===== src/rtl/crc64_frame_ctrl.sv =====
// Word-to-bit sequencer for a serial CRC-64 LFSR: one word per handshake, MSB first, WORD_W+1 cycles per word.
// Optional frame_len word counter is enabled by defining CRC_FRAME_LEN_EN.
module crc64_frame_ctrl #(
  parameter int          WORD_W = 8,
  parameter logic [63:0] POLY   = 64'h42F0E1EBA9EA3693,
  parameter logic [63:0] INIT   = 64'h0,
  parameter logic [63:0] XOROUT = 64'h0
) (
  input  logic              CLK,
  input  logic              RST,
  input  logic              start,
  input  logic              s_valid,
  input  logic [WORD_W-1:0] s_data,
  input  logic              s_last,
  output logic              s_ready,
  output logic              busy,
  output logic              crc_valid,
`ifdef CRC_FRAME_LEN_EN
  output logic [15:0]       frame_len,
`endif
  output logic [63:0]       CRC
);

  localparam int CNT_W = (WORD_W > 1) ? $clog2(WORD_W) : 1;

  typedef enum logic [1:0] {
    ST_IDLE,
    ST_WAIT,
    ST_SHIFT
  } state_t;

  state_t            r_state;
  state_t            w_state_nxt;
  logic [63:0]       r_lfsr;
  logic [WORD_W-1:0] r_sh;
  logic [CNT_W-1:0]  r_cnt;
  logic              r_last;
  logic [63:0]       r_crc;
  logic              r_crc_valid;

  logic              w_fb;
  logic [63:0]       w_lfsr_nxt;
  logic              w_final_bit;

  assign w_fb        = r_lfsr[63] ^ r_sh[WORD_W-1];
  assign w_lfsr_nxt  = {r_lfsr[62:0], 1'b0} ^ (w_fb ? POLY : 64'h0);
  assign w_final_bit = (r_cnt == '0);

  always_ff @(posedge CLK) begin
    if (RST) r_state <= ST_IDLE;
    else     r_state <= w_state_nxt;
  end

  always_comb begin
    w_state_nxt = r_state;
    s_ready     = 1'b0;
    busy        = 1'b1;
    case (r_state)
      ST_IDLE: begin
        busy = 1'b0;
        if (start) w_state_nxt = ST_WAIT;
      end
      ST_WAIT: begin
        s_ready = 1'b1;
        if (s_valid) w_state_nxt = ST_SHIFT;
      end
      ST_SHIFT: begin
        if (w_final_bit) w_state_nxt = r_last ? ST_IDLE : ST_WAIT;
      end
      default: w_state_nxt = ST_IDLE;
    endcase
  end

  always_ff @(posedge CLK) begin
    if (RST) begin
      r_lfsr      <= INIT;
      r_sh        <= '0;
      r_cnt       <= '0;
      r_last      <= 1'b0;
      r_crc       <= 64'h0;
      r_crc_valid <= 1'b0;
    end else begin
      r_crc_valid <= 1'b0;
      case (r_state)
        ST_IDLE: begin
          if (start) r_lfsr <= INIT;
        end
        ST_WAIT: begin
          if (s_valid) begin
            r_sh   <= s_data;
            r_last <= s_last;
            r_cnt  <= CNT_W'(WORD_W - 1);
          end
        end
        ST_SHIFT: begin
          r_lfsr <= w_lfsr_nxt;
          r_sh   <= r_sh << 1;
          if (!w_final_bit) r_cnt <= r_cnt - 1'b1;
          // The result is taken from the post-shift LFSR so the last bit is included.
          if (w_final_bit && r_last) begin
            r_crc       <= w_lfsr_nxt ^ XOROUT;
            r_crc_valid <= 1'b1;
          end
        end
        default: ;
      endcase
    end
  end

`ifdef CRC_FRAME_LEN_EN
  logic [15:0] r_frame_len;

  always_ff @(posedge CLK) begin
    if (RST) begin
      r_frame_len <= 16'h0;
    end else if (r_state == ST_IDLE && start) begin
      r_frame_len <= 16'h0;
    end else if (r_state == ST_WAIT && s_valid && r_frame_len != 16'hFFFF) begin
      r_frame_len <= r_frame_len + 16'h1;
    end
  end

  assign frame_len = r_frame_len;
`endif

  assign CRC       = r_crc;
  assign crc_valid = r_crc_valid;

endmodule

===== config.mk =====
export PLATFORM = sky130hd
export DESIGN_NAME = crc64_frame_ctrl
export DESIGN_NICKNAME = d
export VERILOG_FILES = /design/src/rtl/crc64_frame_ctrl.sv
export SDC_FILE = /design/constraint.sdc
export NUM_CORES = 1
export LEC_CHECK = 0
export CAP_MARGIN = 5
export CORE_ASPECT_RATIO = 1.1
export CORE_UTILIZATION = 58
export CTS_CLUSTER_DIAMETER = 120
export DETAILED_ROUTE_END_ITERATION = 8
export GPL_ROUTABILITY_DRIVEN = 0
export HOLD_SLACK_MARGIN = 0.08
export PLACE_DENSITY = 0.83
export SLEW_MARGIN = 40
export SYNTH_ARGS = -nofsm -noshare
export SYNTH_HDL_FRONTEND = slang
export SYNTH_SLANG_ARGS = --single-unit

===== constraint.sdc =====
create_clock -name CLK -period 4.11 [get_ports CLK]
set_input_delay 0.6165 -clock CLK [delete_from_list [all_inputs] [get_ports CLK]]
set_output_delay 0.6165 -clock CLK [all_outputs]
set_load 0.005 [all_outputs]

; After elaboration in Yosys (flattened, before gate mapping)
; Index checks and enable logic that the tools add are counted.
[totals]
reg_bits = 143
in_bits = 13
[classes]
add_sub_neg = 1
eq_ne = 6
mux = 16
bitwise = 3
n_reduce_logical = 12
[op_table]
columns = operator, n
row1 = one-hot mux 64 bit (2 select lines), 1
row2 = two-way mux 64 bit, 1
row3 = XOR 64 x 63 -> 64 bit, 1
row4 = two-way mux 63 bit, 1
row5 = one-hot mux 8 bit (2 select lines), 1
row6 = two-way mux 8 bit, 1
row7 = "!= test 2 bit, second input constant", 4
row8 = AND reduction 2 bit, 4
row9 = two-way mux 2 bit, 3
row10 = two-way mux 3 bit, 2
row11 = one-hot mux 2 bit (3 select lines), 1
row12 = one-hot mux 3 bit (2 select lines), 1
row13 = AND reduction 3 bit, 2
row14 = two-way mux 1 bit, 4
row15 = nonzero test 2 bit, 2
row16 = zero test 3 bit, 1
row17 = "subtractor 3 x 1 -> 3 bit, second input constant", 1
row18 = "== test 2 x 1 -> 1 bit, second input constant", 1
row19 = "== test 2 bit, second input constant", 1
row20 = zero test 2 bit, 1
row21 = OR reduction 2 bit, 1
row22 = logical AND 1 bit, 1
row23 = inverter 1 bit, 1
row24 = XOR 1 bit, 1

; Longest topological paths before layout
[logic_depth]
depth_word = 4
mapped_depth = 7
mapped_depth_nobuf = 5

; Worst setup path after synthesis
; OpenSTA, ideal clock, no wires.
[synth_timing]
path_kind = input-to-reg
start = input port RST
end = register r_crc[0], in the netlist CRC[0]
arrival_time_ns = 1.478
required_ns = 3.978
setup_slack_ns = 2.501
stages = 4
path_buffers = 3
path_cell_list = clkbuf_1 clkbuf_1 clkbuf_1 nor3_1
[synth_rtl]
columns = item, line_no
row1 = from (decl), 10  ; input logic RST,
row2 = to (signal assigned), 101  ; r_crc <= w_lfsr_nxt ^ XOROUT;
row3 = to (decl), 38  ; logic [63:0] r_crc;
; No word-level cell between the ends.

; Worst setup path after layout
[layout_timing]
start = register r_cnt[0]
end = register r_crc[7], in the netlist CRC[7]
[layout_via]
elab_chain_len = 3
[layout_rtl]
columns = item, line_no
row1 = from (decl), 36  ; logic [CNT_W-1:0] r_cnt;
row2 = from (signal assigned), 92  ; r_cnt <= CNT_W'(WORD_W - 1);
row3 = from (signal assigned), 98  ; if (!w_final_bit) r_cnt <= r_cnt - 1'b1;
row4 = zero test 3 bit, 47  ; assign w_final_bit = (r_cnt == '0);
row5 = logical AND 1 bit, 100  ; if (w_final_bit && r_last) begin
row6 = AND reduction 2 bit (no source line), --
; Every way passes these cells.
; A chain may end at the register's enable or synchronous reset.

==> summary.txt <==
Synthesis
  – Synth async-reset ratio: 0
  – Share of the synthesized area in the top cell type: 0.507
  – Synth cell types: 36
  – Avg Cell Area, Syn: 9.50 um^2
  – Count leader, synth: dfxtp_1
  – Post-synthesis sequential area ratio: 0.507
  – Top cells by count, synth: dfxtp_1 (143), clkbuf_1 (40), a21oi_1 (37)
  – Post-synthesis cell count: 595
  – Area leader, netlist: dfxtp_1
  – Ys flop type: dfxtp_1
  – Synth Cell Area: 5650 um^2
  – Ys Warns: 0
  – Number of synthesized flops with an enable pin: 0
  – Mapped Nets: 610
  – Synth Register Bits: 143
  – Top cells by area, synth: dfxtp_1 (51%), xnor2_1 (5.0%), nand3b_1 (4.4%)

Timing
  – Setup TNS: 0 ns
  – RSZ-0062 raised after global routing: no
  – Final Max Tran Viols: 0
  – Final Hold Viols: 0
  – Slew at the pin closest to its max-slew limit: 0.841 ns
  – WHS: 0.478 ns
  – Fmax: 401 MHz
  – Skew final: 0.00558 ns
  – Final setup viols: 0
  – Worst setup margin: 1.62 ns
  – Period utilisation layout: 0.607
  – Slew headroom: 0.439
  – Min Tclk post-route: 2.49 ns

Clock tree
  – CTS tree: yes
  – CTS Hold Bufs: 0
  – Post-CTS Setup Bufs: 0
  – H-tree depth: 4
  – Post_cts resized: 0
  – Root buffer cell: clkbuf_8
  – Clk slew on worst S/H paths: 0.06 ns
  – Clk sinks: 143
  – Max Buffers Root-to-Sink: 2
  – Cts bufs inserted: 17
  – Clk_lat worst skew: 0.51 ns

Worst setup path
  – Crit. Startpoint: r_cnt[0]$_SDFFE_PP0P_
  – CP max FO: 34
  – Startpoint class of the critical path: register
  – Worst R2R Start: r_cnt[0]$_SDFFE_PP0P_
  – WS Path Type: register to register
  – Crit path buf inv count: 2
  – Crit path max-delay cell type: nor2_2
  – Critical Path RT: 4.47 ns
  – Reg2Reg Setup Slack: 1.62 ns
  – Worst EP arrival: 2.86 ns
  – Crit-path leading delay family: simple AND/OR/NAND/NOR gates
  – Crit end category: register
  – Crit-path cells: inv_1 -> ha_1 -> nand4bb_4 -> nor2_2 -> buf_4 -> o22ai_1
  – CP peak stage delay: 0.75 ns

Layout
  – Layout area overhead: 23.4%
  – Nets: 653
  – ANT cells: 0
  – Layout cells sized above 1: 0.0814
  – Fillers: 641
  – Final instance area: 6970 um^2

Power
  – Pwr per Cell Area: 458 nW/um^2
  – Pwr Total: 3.19 mW
  – Leak: 2.28 nW
  – Peak supply drop: 0.322 mV

Detailed routing
  – Via count: 4,630
  – Routed WL: 13.1 mm
  – DRC errors left: 0
  – TritonRoute pass-1 iters: 5
  – Antenna viol nets, final: 0
  – Iter 0 DRT Violations: 426
  – Via-to-Cell Ratio: 6.03
  – Wire length per cell: 17.0 um

Floorplanning
  – # rows: 37
  – Die Footprint: 10,100 um^2
  – Die Ht: 106 um
  – Io pins: 80
  – Core Box Area: 9400 um^2
  – Die width: 96.1 um
  – Starting Density: 0.601

Global routing
  – Overflow after GRT: 0
  – Vias in the first global route: 4,373
  – Initial antenna violation count: 0
  – Total Routing Usage GR: 0.272
  – First-pass GRT wire length: 21.4 mm
  – Largest net degree at the start of global routing: 94

Place
  – Pre-CTS setup slack: 1.66 ns
  – Hpwl dp: 7.42 mm
  – Placed Area: 6360 um^2
  – Buffers on Ports: 79

Run status
  – Outcome: finished clean

Min path
  – Worst Hold Class: register to register
  – Hold path start: r_sh[0]$_SDFFE_PP0P_

Job
  – Total of max-cap violations: 0
[worst min-delay path: cells and delay by family, from the launching register on]
family / cells / cell delay (ns)
flops: 1 / 0.31
simple gates: 1 / 0.06
compound gates: 1 / 0.06
[state kept, by name, indices dropped and copies added, names as in the netlist]
signal     flops
CRC           64
crc_valid      1
r_cnt          3
r_last         1
r_lfsr        64
r_sh           8
r_state        2
[stage by stage]
stage	cells	utilization
finish	768	0.742
global placement	736	0.676
CTS	768	0.742
global route	768	0.742
floorplan	595	-
detailed placement	736	0.677
[placed cells by master (no fill, tap or decap), drive strengths merged, types with 2 or more instances in the layout]
| cell type | Yosys | layout |
|---|---|---|
| dfxtp | 143 | 143 |
| clkdlybuf4s50 | 0 | 78 |
| a21oi | 37 | 37 |
| nand2b | 35 | 35 |
| nor2 | 34 | 34 |
| nand3b | 33 | 33 |
| nand3 | 32 | 32 |
| a22oi | 32 | 32 |
| xnor2 | 32 | 32 |
| o22ai | 32 | 32 |
| o21ai | 32 | 32 |
| o31ai | 32 | 32 |
| clkbuf | 40 | 22 |
| nand2 | 18 | 18 |
| nor3 | 9 | 9 |
| buf | 23 | 9 |
| a311oi | 7 | 7 |
| inv | 5 | 6 |
| bufinv | 0 | 4 |
| clkinv | 0 | 3 |
| nor2b | 2 | 2 |
| ha | 2 | 2 |
| clkinvlp | 0 | 2 |
| o21bai | 2 | 2 |
| nor4bb | 2 | 2 |
[path summary, 6_finish.rpt]
path	to	cells past startpoint
worst max-delay path	CRC[7]$_SDFFE_PP0P_	6
worst min-delay path	r_sh[0]$_SDFFE_PP0P_	2
worst max register to register	CRC[7]$_SDFFE_PP0P_	6
worst min register to register	r_sh[0]$_SDFFE_PP0P_	2
[routing by layer]
layer / wire, um / global-route usage
met1: 5530 / 0.356
met2: 6730 / 0.442
met3: 695 / 0.0548
met4: 125 / 0.0906
met5: 0 / 0
[kinds of logic (layout without fill, tap and decap cells)]
group           Yosys count  after routing  synth area share
xor+xnor                 33             33            0.0545
buf+inv                  68            124            0.0602
flops                   143            143             0.507
simple gates            172            172             0.172
fa+ha+maj                 2              2           0.00443
compound gates          177            177             0.203
[area by class of cell]
cell class,instances,area (um^2),share of cell area
clock buffer,22,453,0.0649
clock inverter,10,159,0.0228
inverter,5,18.8,0.00269
multi-input combinational,384,2490,0.356
sequential,143,2860,0.410
tap,117,146,0.0210
timing repair buffer,87,848,0.122
[power breakdown]
part	internal [mW]	switching [mW]
clock	1.02	0.560
sequential	1.40	0.0130
combinational	0.0733	0.128
(Power assumes the default switching activity.)
